`config.mk`:
```
export PLATFORM = sky130hd
export DESIGN_NAME = karatsuba_mult_scheduler
export DESIGN_NICKNAME = d
export VERILOG_FILES = /design/src/rtl/karatsuba_mult_scheduler.sv
export SDC_FILE = /design/constraint.sdc
export NUM_CORES = 1
export LEC_CHECK = 0
export ABC_CLOCK_PERIOD_IN_PS = 2400
export CORE_AREA = 2 2 332 334
export CTS_BUF_LIST = sky130_fd_sc_hd__clkbuf_8 sky130_fd_sc_hd__clkbuf_16
export DETAILED_ROUTE_END_ITERATION = 6
export DIE_AREA = 0 0 334 336
export PLACE_DENSITY_LB_ADDON = 0.2
export SETUP_SLACK_MARGIN = 0.4
export SLEW_MARGIN = 20
export SYNTH_ARGS = -nofsm -noshare
export SYNTH_HDL_FRONTEND = slang
export SYNTH_SLANG_ARGS = --single-unit
```
`constraint.sdc`:
```
create_clock -name clk -period 2.4 [get_ports clk]
set_clock_uncertainty 0.1 [all_clocks]
set_input_delay 0.24 -clock clk [delete_from_list [all_inputs] [get_ports clk]]
set_output_delay 0.24 -clock clk [all_outputs]
set_load 0.05 [all_outputs]
```
`src/rtl/karatsuba_mult_scheduler.sv`:
```
// Sequencer for karatsuba_poly_mult_preprocessor: serial operand load, wait for the fixed
// multiplier latency, then serial product drain. Optional KPM_SCHED_PERF_EN adds job/stall counters.
//
// state | meaning
// IDLE  | single cycle after reset release
// LOAD  | accepting 2N operand words (A coefficients, then B coefficients)
// RUN   | multiplier in flight, counting down LAT cycles
// DRAIN | streaming 2N-1 product coefficients
module karatsuba_mult_scheduler #(
    parameter int N   = 8,
    parameter int D   = 16,
    parameter int PW  = 35,
    parameter int LAT = 4
) (
    input  logic                     clk,
    input  logic                     rst_n,
    input  logic                     clear,
    input  logic [D-1:0]             in_data,
    input  logic                     in_valid,
    output logic                     in_ready,
    output logic [D*N-1:0]           mult_a,
    output logic [D*N-1:0]           mult_b,
    output logic                     mult_start,
    input  logic [PW*(2*N-1)-1:0]    mult_p,
    output logic [PW-1:0]            out_data,
    output logic                     out_valid,
    input  logic                     out_ready,
    output logic                     out_last,
    output logic                     busy
`ifdef KPM_SCHED_PERF_EN
    ,
    output logic [15:0]              perf_jobs,
    output logic [15:0]              perf_stall
`endif
);

    localparam int NP = 2*N - 1;
    localparam int IW = $clog2(2*N);
    localparam int CW = $clog2(LAT + 1);

    typedef enum logic [1:0] {IDLE, LOAD, RUN, DRAIN} state_t;

    state_t         state, state_nxt;
    logic [IW-1:0]  load_idx, load_idx_nxt;
    logic [IW-1:0]  drain_idx, drain_idx_nxt;
    logic [CW-1:0]  cnt, cnt_nxt;
    logic           latch_p;
    logic           wr_en;

    logic [D-1:0]   op_a [N];
    logic [D-1:0]   op_b [N];
    logic [PW-1:0]  prod [NP];

    always_comb begin
        state_nxt     = state;
        load_idx_nxt  = load_idx;
        drain_idx_nxt = drain_idx;
        cnt_nxt       = cnt;
        latch_p       = 1'b0;
        wr_en         = 1'b0;
        if (clear) begin
            state_nxt     = LOAD;
            load_idx_nxt  = '0;
            drain_idx_nxt = '0;
            cnt_nxt       = '0;
        end else begin
            case (state)
                IDLE: state_nxt = LOAD;
                LOAD: begin
                    if (in_valid) begin
                        wr_en = 1'b1;
                        if (load_idx == IW'(2*N-1)) begin
                            state_nxt    = RUN;
                            load_idx_nxt = '0;
                            cnt_nxt      = CW'(LAT);
                        end else begin
                            load_idx_nxt = load_idx + IW'(1);
                        end
                    end
                end
                RUN: begin
                    cnt_nxt = cnt - CW'(1);
                    if (cnt == CW'(1)) begin
                        latch_p       = 1'b1;
                        state_nxt     = DRAIN;
                        drain_idx_nxt = '0;
                    end
                end
                DRAIN: begin
                    if (out_ready) begin
                        if (drain_idx == IW'(NP-1)) begin
                            state_nxt     = LOAD;
                            drain_idx_nxt = '0;
                        end else begin
                            drain_idx_nxt = drain_idx + IW'(1);
                        end
                    end
                end
                default: state_nxt = IDLE;
            endcase
        end
    end

    always_ff @(posedge clk or negedge rst_n) begin
        if (!rst_n) begin
            state     <= IDLE;
            load_idx  <= '0;
            drain_idx <= '0;
            cnt       <= '0;
            for (int i = 0; i < N; i++) begin
                op_a[i] <= '0;
                op_b[i] <= '0;
            end
            for (int k = 0; k < NP; k++) prod[k] <= '0;
        end else begin
            state     <= state_nxt;
            load_idx  <= load_idx_nxt;
            drain_idx <= drain_idx_nxt;
            cnt       <= cnt_nxt;
            // top index bit selects A (first N words) or B (second N words)
            if (wr_en) begin
                if (load_idx[IW-1]) op_b[load_idx[IW-2:0]] <= in_data;
                else                op_a[load_idx[IW-2:0]] <= in_data;
            end
            if (latch_p) begin
                for (int k = 0; k < NP; k++) prod[k] <= mult_p[PW*k +: PW];
            end
        end
    end

    always_comb begin
        for (int i = 0; i < N; i++) begin
            mult_a[D*i +: D] = op_a[i];
            mult_b[D*i +: D] = op_b[i];
        end
    end

    assign in_ready   = (state == LOAD);
    assign busy       = (state == RUN) || (state == DRAIN);
    assign mult_start = (state == RUN) && (cnt == CW'(LAT));
    assign out_valid  = (state == DRAIN);
    assign out_last   = (state == DRAIN) && (drain_idx == IW'(NP-1));
    assign out_data   = (state == DRAIN) ? prod[drain_idx] : '0;

`ifdef KPM_SCHED_PERF_EN
    always_ff @(posedge clk or negedge rst_n) begin
        if (!rst_n) begin
            perf_jobs  <= '0;
            perf_stall <= '0;
        end else begin
            if (out_last && out_ready) perf_jobs <= perf_jobs + 16'd1;
            if (out_valid && !out_ready && perf_stall != 16'hFFFF) perf_stall <= perf_stall + 16'd1;
        end
    end
`endif

endmodule

```
==> results_dict.tcl, run 1 <==
set metrics [dict create \
    synth_edf_count 0 \
    status "finished with violations" \
    overflow 0 \
    portBuffers 841 \
    hold_path_class "in2async" \
    violations "setup timing" \
    path_class "reg2out" \
    netlist-cell-type-count 49 \
    yosysWarnings 0 \
    ys_top_cells_by_area "dfrtp_1 58%, mux2_2 27%, mux2i_1 4.1%, mux4_2 2.3%, a22oi_1 1.5%" \
    syn_to_final_growth_pct 71.4 \
    place_inst 4588 \
    synth_top_area_share_pct 58.3 \
    setup_tns_ns -52.88 \
    htreeDepth 3 \
    powerDensity_mw_per_mm2 875 \
    syn_area_mm2 0.0341 \
    setup_viol 516 \
    layout_commonest_cell "dfrtp_1" \
    layout_setup_ws_ns -0.720 \
    die_w_um 334 \
    stdcell_count 4968 \
    grt_pass1_vias 27200 \
    post-route-period-util_pct 130 \
    timing_hold_violations_final 0 \
    final_nets 4019 \
    cp-start-kind "flop" \
    start_util_pct 31.4 \
    drc_errors 0 \
    synth_top_flop_cell "dfrtp_1" \
    cp_data_arrival_time_ns 2.78 \
    end_kind "output pin" \
    fin_util_pct 53.9 \
    postRouteAntennaNets 0 \
    slew_viol_final 0 \
    die_h_um 336 \
    vias 25400 \
    cts-root-buf "clkbuf_16" \
    core-area_mm2 0.108 \
    cts.sinks 794 \
    fin_area_mm2 0.0584 \
    dpl.hpwl_mm 110 \
    syn_avg_cell_area_um2 15.1 \
    required_ns 2.06 \
    wl_mm 157 \
    place_area_mm2 0.0478 \
    seqCellArea_mm2 0.0199 \
    grt_max_degree 84 \
    cts_tree "built" \
    path_clk_slew_ns 0.06 \
    max_cap_violations 0 \
    dr.first_iter.drc_count 1306 \
    rsz0062_at_grt "true" \
    yosys.area.top_type "dfrtp_1" \
    cts_buffer_depth 3 \
    mostFrequentLayoutCells "790 x dfrtp_1, 748 x clkdlybuf4s50_1, 649 x mux2_4, 170 x mux2_2, 146 x buf_12" \
    routedWlPerCell_um 31.5 \
    worstMarginPinSlew_ns 0.893 \
    track_usage_pct 25.9 \
    ys_ff_latch 794 \
    synthCells 2261 \
    viasPerCell 5.11 \
    period_minus_slack_ns 3.12 \
    critPathMaxFanout 8 \
    num_io_pins 842 \
    antenna_found_initial 45 \
    synth_async_sr_flop_share_pct 100 \
    synth_seq_area_share_pct 58.3 \
    clock.fmax_mhz 321 \
    cts_buffers 92 \
    dr.pass1.iters 5 \
    relSlewSlack_pct 40.5 \
    rows 121 \
    fin_hold_ws_ns 0.0418 \
    gp_congestion 0.970 \
    drive_gt1_share_pct 50.2 \
    multi_input_area_mm2 0.0183 \
    p_leak_uw 0.0257 \
    fillers 8716 \
    peakVddDrop_uv 485 \
    grt_pass1_wl_mm 207 \
    fp.dieArea_mm2 0.112 \
    clock_latency_ns 0.67 \
    syn-num-nets 2816 \
]
==> through the flow <==
stage	worst slack, ns	total power [µW]
2_1_floorplan	-0.119	25600
3_3_place_gp	-0.630	31800
3_5_place_dp	-0.617	32100
4_1_cts	-0.771	49100
5_1_grt	-0.761	53000
6_report	-0.720	51100
==> area by class of cell <==
class                           count  share of cell area (%)
Sequential cell                   794                    34.0
Multi-Input combinational cell   1299                    31.3
Timing Repair Buffer             1270                    26.3
Clock buffer                      109                    4.34
Tap cell                         1414                    3.03
Clock inverter                     54                   0.868
Antenna cell                       21                  0.0900
Inverter                            7                  0.0600
==> what timing repair did <==
item	CTS	global route
cloned	27	48
hold buffers	1	0
resized for setup	541	665
setup endpoints to repair	1073	1039
endpoints found under the hold margin	532	0
setup buffers	78	42
pin swaps	49	50
==> Yosys cell counts (2+ instances only) <==
| library cell | number |
|---|---|
| o2bb2ai_1 | 2 |
| or3_1 | 3 |
| a22oi_1 | 70 |
| o32ai_1 | 35 |
| clkbuf_1 | 95 |
| nor2_1 | 49 |
| buf_4 | 3 |
| and3_1 | 3 |
| o21bai_1 | 2 |
| a221oi_1 | 35 |
| mux2_2 | 809 |
| nor2b_1 | 4 |
| nand2b_1 | 8 |
| nand2_1 | 44 |
| xor2_1 | 2 |
| buf_6 | 2 |
| a32o_1 | 2 |
| ha_1 | 9 |
| nor2_2 | 4 |
| buf_1 | 16 |
| nor3b_1 | 2 |
| a21oi_1 | 3 |
| dfrtp_1 | 794 |
| mux2_4 | 10 |
| inv_1 | 5 |
| o22a_1 | 2 |
| nand3b_1 | 2 |
| nor3_2 | 2 |
| nand3_1 | 5 |
| mux4_2 | 35 |
| mux2i_1 | 140 |
| or2_2 | 2 |
| buf_2 | 46 |
==> report_power, final <==
group | switching [µW] | total [µW] | internal [µW]
logic | 8520 | 18400 | 9890
clock network | 6010 | 14100 | 8090
registers | 2250 | 18600 | 16300
total | 16800 | 51100 | 34300
==> worst max-delay path, cell delays in order, from the launching register on <==
cell	delay, ns
dfrtp_4	0.52
buf_6	0.14
buf_12	0.12
buf_16	0.14
buf_16	0.16
mux2i_4	0.37
a22oi_1	0.16
buf_4	0.17
nand2_4	0.06
o32ai_4	0.09
buf_12	0.16
==> registers in the layout, indices dropped and copies added, names as in the netlist <==
signal     flops
drain_idx      4
prod         525
mult_a       128
cnt            3
load_idx       4
state          2
mult_b       128
==> kinds of logic (layout without fill, tap and decap cells) <==
| kind of cell | count (synthesis) | in the layout | synth area share [%] |
|---|---|---|---|
| buf+inv | 170 | 1440 | 2.12 |
| compound gates | 158 | 158 | 3.75 |
| mux | 994 | 994 | 33.6 |
| xor+xnor | 3 | 3 | 0.0771 |
| simple gates | 133 | 135 | 1.82 |
| fa+ha+maj | 9 | 9 | 0.330 |
| flops | 794 | 794 | 58.3 |
| other cells | 0 | 21 | 0 |
==> layer usage <==
metal / global-route usage (%) / up-vias / routed length (µm)
met5: 0 / - / 296
met4: 13.4 / 50 / 8000
met3: 7.19 / 301 / 10600
met2: 46.2 / 957 / 80600
met1: 28.0 / 13300 / 57200
li1: - / 10800 / -
==> worst paths after layout <==
| path | start | endpoint | slack [ns] | cells past startpoint |
|---|---|---|---|---|
| max in group asynchronous | rst_n | mult_a[14]$_DFFE_PN0P_ | 1.24 | 4 |
| setup reg to reg | state[1]$_DFFE_PN0P_ | mult_b[50]$_DFFE_PN0P_ | -0.24 | 12 |
| hold reg to reg | mult_a[71]$_DFFE_PN0P_ | mult_a[71]$_DFFE_PN0P_ | 0.40 | 1 |
| setup / recovery | drain_idx[0]$_DFFE_PN0P_ | out_data[13] | -0.72 | 10 |
| hold / removal | rst_n | prod[188]$_DFFE_PN0P_ | 0.04 | 2 |
| min in group clk | mult_p[439] | prod[89]$_DFFE_PN0P_ | 0.06 | 2 |
Note: power is estimated with default switching activity, not from simulation.
==> run 2, diff against run 1 <==
- TNS_END_PERCENT: not set -> 20
==> run 2 against run 1 <==
The run still ends with setup timing left. Sequential share of layout area up 1.4 points. First-iteration DRC count decreased by 8.1%. Sequential cell count is the same. Critical path type unchanged.
==> results_dict.tcl, run 2 (synthesis gave the netlist of run 1 again) <==
set metrics [dict create \
    fin_area_mm2 0.0562 \
    violations "setup timing" \
    layout_setup_ws_ns -0.531 \
    core-area_mm2 0.108 \
    slew_viol_final 0 \
    rows 121 \
    drive_gt1_share_pct 46.5 \
    p_leak_uw 0.0248 \
    dr.pass1.iters 4 \
    vias 24500 \
    postRouteAntennaNets 0 \
    regMostFlops "prod" \
    peakVddDrop_uv 576 \
    die_h_um 336 \
    required_ns 2.06 \
    relSlewSlack_pct 38.1 \
    cp_data_arrival_time_ns 2.59 \
    num_io_pins 842 \
    layout_commonest_cell "clkdlybuf4s50_1" \
    drc_errors 0 \
    syn_to_final_growth_pct 64.8 \
    grt_pass1_wl_mm 194 \
    overflow 0 \
    dpl.hpwl_mm 98.4 \
    track_usage_pct 23.7 \
    max_cap_violations 0 \
    antenna_found_initial 61 \
    grt_pass1_vias 27100 \
    wl_mm 137 \
    fin_util_pct 51.8 \
    start_util_pct 31.4 \
    fin_hold_ws_ns 0.0272 \
    cts.sinks 794 \
    fp.dieArea_mm2 0.112 \
    status "finished with violations" \
    largest_reg_flops 525 \
    hold_path_class "in2async" \
    die_w_um 334 \
    critPathMaxFanout 26 \
    path_class "reg2out" \
    clock_latency_ns 0.65 \
    powerDensity_mw_per_mm2 858 \
    post-route-period-util_pct 122 \
    cts_buffers 91 \
    cts_buffer_depth 3 \
    path_clk_slew_ns 0.06 \
    setup_viol 665 \
    mostFrequentLayoutCells "796 x clkdlybuf4s50_1, 790 x dfrtp_1, 459 x mux2_4, 360 x mux2_2, 138 x buf_12" \
    end_kind "output pin" \
    rsz0062_at_grt "true" \
    final_nets 3938 \
    cts-root-buf "clkbuf_16" \
    clock.fmax_mhz 341 \
    cp-start-kind "flop" \
    worstMarginPinSlew_ns 0.925 \
    rr_worst_depth 14 \
    htreeDepth 3 \
    routedWlPerCell_um 28.1 \
    timing_hold_violations_final 0 \
    gp_congestion 0.864 \
    period_minus_slack_ns 2.93 \
    post-place-ws_ns -0.231 \
    place_area_mm2 0.0474 \
    dr.first_iter.drc_count 1200 \
    portBuffers 841 \
    grt_max_degree 82 \
    cts_tree "built" \
    viasPerCell 5.00 \
]
-- run 2: changes by cell type in the layout (fill, tap and decap cells not counted), sizes merged, moves of 2 or more --
cell	before	now
dlymetal6s2s	5	0
inv	35	32
clkbuf	147	125
diode	21	25
clkdlybuf4s15	47	4
clkinv	18	14
nor2b	6	4
buf	430	378
bufbuf	1	3
clkdlybuf4s50	748	796
-- run 2: worst max-delay path: stages (launching register included) --
cell	delay (ns)
dfrtp_4	0.52
buf_12	0.18
nor2b_4	0.14
buf_12	0.16
a22oi_2	0.20
buf_4	0.18
nand2_2	0.12
o32ai_4	0.17
buf_12	0.18
-- run 2: metal layers --
metal	GRT usage, %	up-vias	wire length, µm
li1	-	10600	-
met5	0	-	492
met4	9.07	74	5320
met1	26.9	12700	52800
met2	42.0	778	69900
met3	7.00	267	8940
-- run 2: worst paths after layout --
check                                               to  slack [ns]                startpoint
worst min-delay path             prod[219]$_DFFE_PN0P_        0.03                     rst_n
worst min register to register  mult_a[96]$_DFFE_PN0P_        0.40    mult_a[96]$_DFFE_PN0P_
max in group asynchronous       mult_a[90]$_DFFE_PN0P_        1.20                     rst_n
worst max-delay path                      out_data[22]       -0.53  drain_idx[1]$_DFFE_PN0P_
worst max register to register   prod[173]$_DFFE_PN0P_       -0.21      state[0]$_DFFE_PN0P_
min in group clk                 prod[258]$_DFFE_PN0P_        0.08               mult_p[258]
-- run 2: area by class of cell --
class                      count  area, µm²
fill                        8924      52200
sequential                   794      19900
multi-input combinational   1297      16900
clock inverter                48        390
antenna                       25       62.6
clock buffer                 115       2610
tap                         1414       1770
inverter                       7       43.8
timing repair buffer        1192      14500
-- run 2: report_power, final --
part           switching (µW)  total, µW  internal [µW]
Clock                    5770      13900           8170
Combinational            7490      16100           8580
Sequential               1880      18200          16300
-- run 2: stage by stage --
step	total power (µW)	setup TNS (ns)	cells
6_report	48200	-68.09	4892
3_3_place_gp	31000	-17.59	4551
3_5_place_dp	31400	-29.17	4551
4_1_cts	47500	-27.43	4829
2_1_floorplan	25600	-8.39	2261
5_1_grt	50200	-114.58	4888
-- run 2: what timing repair did --
item                                     CTS  global route
endpoints found under the setup margin  1081          1081
hold endpoints to repair                 347             0
hold buffers                               1             0
buffers inserted                          66            26
pin swaps                                 53            53
resized for setup                        454           330
gates cloned                              48            12
